===== src/rtl/adc_cal_fma_feeder.sv =====
// adc_cal_fma_feeder
// Converts raw ADC codes exactly to IEEE-754 single precision and presents
// each converted sample, together with the gain and offset words that were
// current when it was accepted, as operands A, B and C of a fused multiply-add
// on three synchronized AXI-Stream channels with per-channel acceptance.
module adc_cal_fma_feeder #(
   parameter int ADC_BITS    = 24,   // raw code width, 2..24 so conversion is exact
   parameter bit SIGNED_CODE = 1'b0  // 0: unsigned/offset-binary, 1: two's complement
) (
   input  logic                i_clk,
   input  logic                i_rst,
   input  logic [ADC_BITS-1:0] s_axis_tdata,
   input  logic                s_axis_tvalid,
   output logic                s_axis_tready,
   input  logic [31:0]         i_gain_tdata,
   input  logic                i_gain_tvalid,
   input  logic [31:0]         i_offset_tdata,
   input  logic                i_offset_tvalid,
   output logic [31:0]         m_a_axis_tdata,
   output logic                m_a_axis_tvalid,
   input  logic                m_a_axis_tready,
   output logic [31:0]         m_b_axis_tdata,
   output logic                m_b_axis_tvalid,
   input  logic                m_b_axis_tready,
   output logic [31:0]         m_c_axis_tdata,
   output logic                m_c_axis_tvalid,
   input  logic                m_c_axis_tready,
   output logic [31:0]         o_sample_cnt
);

   // Coefficient holding registers and "seen since reset" flags.
   logic [31:0] gain_reg;
   logic [31:0] offset_reg;
   logic        gain_seen;
   logic        offset_seen;
   logic        coef_ok;

   // Stage 1: magnitude, sign, leading-one position and coefficient snapshot.
   logic                s1_valid;
   logic [ADC_BITS-1:0] s1_mag;
   logic                s1_sign;
   logic [4:0]          s1_lead;
   logic [31:0]         s1_gain;
   logic [31:0]         s1_offset;

   // Output beat: beat_valid means a beat is held; the per-channel tvalid
   // registers drop individually once that channel has handshaken.
   logic beat_valid;

   // Combinational helpers.
   logic [ADC_BITS-1:0] in_mag;
   logic                in_sign;
   logic [4:0]          in_lead;
   logic [23:0]         norm;
   logic [7:0]          conv_exp;
   logic [31:0]         conv_word;
   logic                a_hs;
   logic                b_hs;
   logic                c_hs;
   logic                beat_done;
   logic                out_free;
   logic                s1_free;
   logic                s_hs;

   assign coef_ok = gain_seen & offset_seen;

   // The beat completes when every channel is either already accepted or
   // handshaking now; the output stage may then reload in the same cycle.
   assign a_hs      = m_a_axis_tvalid & m_a_axis_tready;
   assign b_hs      = m_b_axis_tvalid & m_b_axis_tready;
   assign c_hs      = m_c_axis_tvalid & m_c_axis_tready;
   assign beat_done = beat_valid
                    & (!m_a_axis_tvalid | a_hs)
                    & (!m_b_axis_tvalid | b_hs)
                    & (!m_c_axis_tvalid | c_hs);
   assign out_free  = !beat_valid | beat_done;
   assign s1_free   = !s1_valid | out_free;

   assign s_axis_tready = coef_ok & s1_free;
   assign s_hs          = s_axis_tvalid & s_axis_tready;

   // Front end: absolute value of the incoming code and its leading-one position.
   always_comb begin
      // NOTE: every variable gets a default before any conditional write so no latch is inferred.
      in_sign = 1'b0;
      in_mag  = s_axis_tdata;
      in_lead = '0;
      if (SIGNED_CODE && s_axis_tdata[ADC_BITS-1]) begin
         // -2^(ADC_BITS-1) negates to itself, which is the correct unsigned magnitude.
         in_sign = 1'b1;
         in_mag  = -s_axis_tdata;
      end
      for (int i = 0; i < ADC_BITS; i++) begin
         if (in_mag[i]) in_lead = 5'(i);
      end
   end

   // Back end: normalise so the leading one lands on bit 23, then pack.
   always_comb begin
      norm      = 24'(s1_mag) << (5'd23 - s1_lead);
      conv_exp  = 8'd127 + 8'(s1_lead);
      conv_word = {s1_sign, conv_exp, norm[22:0]};
      if (s1_mag == '0) conv_word = 32'h0000_0000;
   end

   // Coefficient latch, two-stage pipeline, output beat tracking and beat counter.
   always_ff @(posedge i_clk) begin
      if (i_rst) begin
         gain_reg        <= '0;
         offset_reg      <= '0;
         gain_seen       <= 1'b0;
         offset_seen     <= 1'b0;
         s1_valid        <= 1'b0;
         s1_mag          <= '0;
         s1_sign         <= 1'b0;
         s1_lead         <= '0;
         s1_gain         <= '0;
         s1_offset       <= '0;
         beat_valid      <= 1'b0;
         m_a_axis_tvalid <= 1'b0;
         m_b_axis_tvalid <= 1'b0;
         m_c_axis_tvalid <= 1'b0;
         m_a_axis_tdata  <= '0;
         m_b_axis_tdata  <= '0;
         m_c_axis_tdata  <= '0;
         o_sample_cnt    <= '0;
      end else begin
         // NOTE: non-blocking assignments so every register samples pre-edge values.
         if (i_gain_tvalid) begin
            gain_reg  <= i_gain_tdata;
            gain_seen <= 1'b1;
         end
         if (i_offset_tvalid) begin
            offset_reg  <= i_offset_tdata;
            offset_seen <= 1'b1;
         end

         if (s1_free) begin
            s1_valid <= s_hs;
            if (s_hs) begin
               s1_mag    <= in_mag;
               s1_sign   <= SIGNED_CODE ? in_sign : 1'b0;
               s1_lead   <= in_lead;
               // A coefficient arriving in the acceptance cycle is the one the sample uses.
               s1_gain   <= i_gain_tvalid   ? i_gain_tdata   : gain_reg;
               s1_offset <= i_offset_tvalid ? i_offset_tdata : offset_reg;
            end
         end

         if (out_free) begin
            beat_valid      <= s1_valid;
            m_a_axis_tvalid <= s1_valid;
            m_b_axis_tvalid <= s1_valid;
            m_c_axis_tvalid <= s1_valid;
            if (s1_valid) begin
               m_a_axis_tdata <= conv_word;
               m_b_axis_tdata <= s1_gain;
               m_c_axis_tdata <= s1_offset;
            end
         end else begin
            if (a_hs) m_a_axis_tvalid <= 1'b0;
            if (b_hs) m_b_axis_tvalid <= 1'b0;
            if (c_hs) m_c_axis_tvalid <= 1'b0;
         end

         if (beat_done) o_sample_cnt <= o_sample_cnt + 32'd1;
      end
   end

endmodule


===== config.mk =====
export PLATFORM = sky130hd
export DESIGN_NAME = adc_cal_fma_feeder
export DESIGN_NICKNAME = d
export VERILOG_FILES = /design/src/rtl/adc_cal_fma_feeder.sv
export SDC_FILE = /design/constraint.sdc
export NUM_CORES = 1
export LEC_CHECK = 0
export ABC_AREA = 1
export BUFFER_PORTS_ARGS = -buffer_cell sky130_fd_sc_hd__buf_4
export CORE_MARGIN = 3
export CORE_UTILIZATION = 45
export DETAILED_ROUTE_END_ITERATION = 7
export PLACE_DENSITY_LB_ADDON = 0.25
export SYNTH_ARGS = -nofsm -noshare
export SYNTH_HDL_FRONTEND = slang
export SYNTH_SLANG_ARGS = --single-unit

===== constraint.sdc =====
create_clock -name i_clk -period 5.66 [get_ports i_clk]
set_clock_uncertainty 0.1 [all_clocks]
set_input_delay 0.283 -clock i_clk [delete_from_list [all_inputs] [get_ports i_clk]]
set_output_delay 0.283 -clock i_clk [all_outputs]
set_load 0.01 [all_outputs]

==> results of run 1 <==
[path summary, 6_finish.rpt]
| check | to | slack [ps] | depth (start not counted) |
|---|---|---|---|
| max reg2reg | s1_gain[0]$_SDFFE_PP0P_ | 2430 | 12 |
| max | s1_gain[0]$_SDFFE_PP0P_ | 2410 | 16 |
| min reg2reg | s1_gain[31]$_SDFFE_PP0P_ | 360 | 2 |
| min | offset_reg[11]$_SDFF_PP0_ | 90 | 2 |
[layout make-up]
| type | instances | area [µm²] | share of cell area |
|---|---|---|---|
| tap | 330 | 412.9 | 0.02662 |
| clock inverter | 9 | 122.6 | 0.007904 |
| timing repair buffer | 324 | 2663 | 0.1716 |
| sequential | 291 | 5826 | 0.3755 |
| inverter | 103 | 391.6 | 0.02524 |
| clock buffer | 45 | 867.1 | 0.05589 |
| antenna | 3 | 7.507 | 0.0004839 |
| multi-input combinational | 989 | 5224 | 0.3367 |
[metal layers]
layer	up-vias	routed length [µm]	part of all wire
li1	5409	-	-
met1	4992	14480	0.45
met2	312	14830	0.46
met3	43	1969	0.062
met4	0	707	0.022
met5	-	0	0
[power groups by stage]
stage | sequential, W | clock, W | combinational (W)
floorplan | 0.00218 | 0 | 0.000210
global placement | 0.00219 | 0 | 0.000330
detailed placement | 0.00219 | 0 | 0.000335
CTS | 0.00215 | 0.00200 | 0.000387
global route | 0.00215 | 0.00208 | 0.000431
finish | 0.00215 | 0.00195 | 0.000388
[synthesized netlist by cell type, drive strengths merged]
library cell,count
o221ai,1
a2bb2oi,1
nand3,29
a211oi,7
xnor2,1
conb,1
a22o,1
a21oi,92
inv,101
nor3,17
nor2,258
o21ai,153
a22oi,2
nor4,7
xor2,3
buf,21
o211ai,7
nand4,8
dfxtp,291
a31oi,4
a221oi,1
clkbuf,74
clkinv,2
and3,3
ha,3
nand2,250
o21a,4
mux2i,74
o211a,62
[worst reg2reg max path: stages (launching register included)]
cell,delay [ps]
dfxtp_1,430
nand2_2,100
nor2_4,220
inv_2,90
nand2_1,130
o211ai_1,100
inv_1,90
nand2_1,50
buf_4,270
inv_4,580
buf_4,690
nand2_1,150
o211a_1,140
[stage by stage]
step | instance area, µm² | total power [W] | utilization | cells | worst slack (ps)
final | 15510 | 0.004482 | 0.6090 | 2094 | 2407
after global routing | 15510 | 0.004664 | 0.6090 | 2094 | 2095
after CTS | 15510 | 0.004531 | 0.6088 | 2091 | 2431
after detailed placement | 13600 | 0.002526 | 0.5337 | 1945 | 2408
after global placement | 13600 | 0.002520 | 0.5337 | 1945 | 2531
after floorplan | 11810 | 0.002393 | - | 1478 | 3620
[logic make-up after synthesis]
logic type / count (synthesis) / share of synthesized area
compound gates: 335 / 0.1747
xor+xnor: 4 / 0.002967
fa+ha+maj: 3 / 0.003179
buf+inv: 198 / 0.06463
flops: 291 / 0.4933
mux: 74 / 0.06272
other cells: 1 / 0.0003175
simple gates: 572 / 0.1982
[repair_timing]
action | 4_1_cts | 5_1_grt
buffers inserted | 0 | 0
endpoints found under the hold margin | 149 | 0
hold buffers | 92 | 0
==> metrics.csv, run 1 <==
metric,value,unit
gpl congestion,0.8774,
cell area power density,288.9,nW/µm²
"Slowest-stage cell, CP",buf_4,
GRT Overall Usage,0.2183,
syn nets,1577,
Nets,1838,
P_sw,0.001037,W
Root Driver,clkbuf_16,
Setup TNS Final,0,ps
DR WL/cell,15.28,µm
DRT antenna net count,0,
port buffer count,226,
Avg Inst Size Synth,7.991,µm²
Starting Density,0.4637,
Worst setup EP type,flip-flop,
CP Max Fanout,76,
first-pass GRT wire length,52260,µm
Layout area overhead,31.36,%
core area,25470,µm²
initial antenna violation count,3,
worst hold margin,86.01,ps
Tcrit/Tclk final,0.5748,
Seq pwr share,0.479,
routing usage on met1,0.2914,
Comb pwr share,0.087,
Sink Count,291,
HP Class,in -> reg,
CTS buffer count,30,
static leakage,7.087,nW
largest net degree at the start of global routing,99,
Max VDD drop,234.5,µV
Clock Path Buffers,3,
number of synthesized register bits,291,
Net Sw Frac,0.2313,
met2 Use GR,0.3671,
final setup vio count,0,
PostCTS Resize Cnt,0,
RSZ-0062 raised after global routing,false,
Yosys top cell area share,0.4933,
number of global-route vias before repair,10270,
die height,168,µm
"most common cell after layout, fill and taps aside",dfxtp_1,
Die W,168,µm
startpoint types,primary input,
residual DRC count,0,
DR pass1 iterations,7,
critical-path cell list,"dlygate4sd3_1, buf_4, inv_1, nand2_1, nand2_2, nor2_4, inv_2, nand2_1, o211ai_1, inv_1, nand2_1, buf_4, inv_4, buf_4, nand2_1, o211a_1",
Avg Vias per Cell,5.137,
synthesized cell area,11810,µm²
Worst EP required,6010,ps
crit path launch,m_a_axis_tready,
endpoints failing hold,0,
final number of max-transition violations,0,
WP data arrival,3610,ps
critical path's most frequent cell,nand2_1,
Worst Path Buf+Inv,8,
largest cells by area after synthesis,"dfxtp_1, nor2_1, nand2_1",
Yosys cell types,42,
initial drt markers,655,
Via Count,10760,
Post-DP HPWL,20930,µm
hold wc startpoint,i_rst,
crit path time final,3253,ps
most frequent cells in the layout,"dfxtp_1, nor2_1, nand2_1",
Clock power frac,0.434,
Synth Warn #,0,
Pint,0.003445,W
Worst path max stage delay,620,ps
Peak Freq,0.3074,GHz
share of cells above drive strength 1,0.1692,
slew at the pin with the worst max-slew slack,1203,ps
I/O pin total,228,
maxcap violations,0,
worst flop-to-flop path startpoint,beat_valid$_SDFFE_PP0P_,
Routed WL,31990,µm
status,"finished, final reports clean",
post-synthesis sequential area ratio,0.4933,
total gr overflow,0,
Most Crowded Layer GR,met2,
die area,28220,µm²
Gate Count Post-Synth,1478,
CTS tree,built,
"delay-heaviest family, CP",buffers and inverters,
Synth area leader,dfxtp_1,
Fillers,2211,
clock slew at reported path FFs,70,ps
global routing usage on met3,0.04085,
kind of critical path,in -> reg,
Rows,58,
htree depth,1,
Rel. slew slack,0.1970,
Worst-Skew Late Latency,560,ps
Power figures use the tool's default switching activity.
==> inputs of run 2 (changes only) <==
- clock period: 5.66 -> 3.41 ns (I/O delays scaled with it)
==> metrics.csv, run 2 (synthesized netlist as in run 1, its figures left out) <==
metric,value,unit
# Post-CTS Setup Buffers,0,
core area,25470,µm²
I/O pin total,228,
endpoints failing hold,0,
post-route cell area,15850,µm²
Via Count,10920,
htree depth,1,
placed inst area,13690,µm²
Root Driver,clkbuf_16,
number of global-route vias before repair,10410,
static leakage,7.273,nW
status,"finished, final reports clean",
Starting Density,0.4637,
Clock power frac,0.432,
share of cells above drive strength 1,0.1667,
die area,28220,µm²
"most common cell after layout, fill and taps aside",dfxtp_1,
CTS buffer count,31,
Worst path max stage delay,610,ps
DR pass1 iterations,6,
kind of critical path,reg -> reg,
total gr overflow,0,
Comb pwr share,0.092,
final number of max-transition violations,0,
CP Max Fanout,51,
most frequent cells in the layout,"dfxtp_1, nor2_1, nand2_1",
clock slew at reported path FFs,60,ps
initial antenna violation count,2,
CTS tree,built,
GRT Overall Usage,0.2225,
slew at the pin with the worst max-slew slack,1002,ps
Worst setup EP type,flip-flop,
Rel. slew slack,0.3318,
Nets,1873,
P_sw,0.001720,W
Avg Vias per Cell,5.134,
Worst EP required,3740,ps
Seq pwr share,0.476,
Die W,168,µm
residual DRC count,0,
DRT antenna net count,0,
port buffer count,226,
Sink Count,291,
Net Sw Frac,0.2302,
"Slowest-stage cell, CP",dlygate4sd3_1,
DR WL/cell,15.38,µm
RSZ-0062 raised after global routing,false,
largest net degree at the start of global routing,127,
die height,168,µm
initial drt markers,683,
critical path's most frequent cell,nand2_1,
Setup TNS Final,0,ps
Rows,58,
first-pass GRT wire length,53160,µm
startpoint types,flip-flop,
gpl congestion,0.8424,
placed insts,1952,
worst hold margin,74.42,ps
Layout area overhead,34.24,%
Non-Filler Instances,2126,
Routed WL,32700,µm
critical-path cell list,"nand2_1, nand2_1, nor2_4, inv_2, nand2_1, o211ai_1, inv_1, nand2_1, buf_6, nor2_1, nand2_1, dlygate4sd3_1, a21oi_1, dlygate4sd3_1",
crit path time final,3224,ps
Clock Path Buffers,3,
cell area power density,471.3,nW/µm²
Tcrit/Tclk final,0.9455,
final setup vio count,0,
HP Class,in -> reg,
Post-DP HPWL,21010,µm
WP data arrival,3560,ps
Worst-Skew Late Latency,560,ps
Peak Freq,0.3102,GHz
Max VDD drop,407.5,µV
Pint,0.005752,W
maxcap violations,0,
==> run 2: worst paths after layout <==
| path | startpoint | end | slack [ps] | depth (start not counted) |
|---|---|---|---|---|
| setup / recovery | m_b_axis_tvalid$_SDFFE_PP0P_ | s1_lead[0]$_SDFFE_PP0P_ | 190 | 14 |
| hold / removal | i_gain_tvalid | gain_seen$_SDFFE_PP0P_ | 70 | 3 |
| setup reg to reg | m_b_axis_tvalid$_SDFFE_PP0P_ | s1_lead[0]$_SDFFE_PP0P_ | 190 | 14 |
| hold reg to reg | s1_gain[31]$_SDFFE_PP0P_ | s1_gain[31]$_SDFFE_PP0P_ | 350 | 2 |
==> run 2: layout make-up <==
cell class	instances	area, µm²
Antenna cell	2	5.005
Clock buffer	49	883.3
Clock inverter	4	85.08
Timing Repair Buffer	358	3027
Fill cell	2214	9618
Tap cell	330	412.9
Sequential cell	291	5826
Inverter	103	391.6
Multi-Input combinational cell	989	5224
==> run 2: power groups by stage <==
stage | registers [W] | logic [W] | clock network [W]
finish | 0.00356 | 0.000690 | 0.00323
global route | 0.00357 | 0.000765 | 0.00344
CTS | 0.00355 | 0.000685 | 0.00330
detailed placement | 0.00363 | 0.000573 | 0
global placement | 0.00363 | 0.000567 | 0
floorplan | 0.00362 | 0.000349 | 0
==> run 2: critical path: cells and delay by family (launching register included) <==
kind                   cells  cell delay (ps)
AND/OR/NAND/NOR            7              690
flip-flops                 1              380
AO/OA/AOI/OAI              2              260
buffers and inverters      5             1660
==> run 2: timing repair <==
action,CTS,global route
endpoints found under the hold margin,163,0
hold buffers,119,0
setup endpoints to repair,0,1
resized for setup,0,1
==> run 2: stage by stage <==
step                setup slack [ps]  utilization  total power [W]
finish                         185.9       0.6224         0.007472
global route                   9.601       0.6224         0.007766
CTS                            142.8       0.6221         0.007542
detailed placement             981.3       0.5373         0.004202
global placement               997.3       0.5373         0.004192
floorplan                       1370            -         0.003973
==> run 2: routing by layer <==
layer / GRT usage / part of all wire
met1: 0.2937 / 0.45
met2: 0.3715 / 0.47
met3: 0.04954 / 0.061
met4: 0.05692 / 0.024
met5: 0 / 0
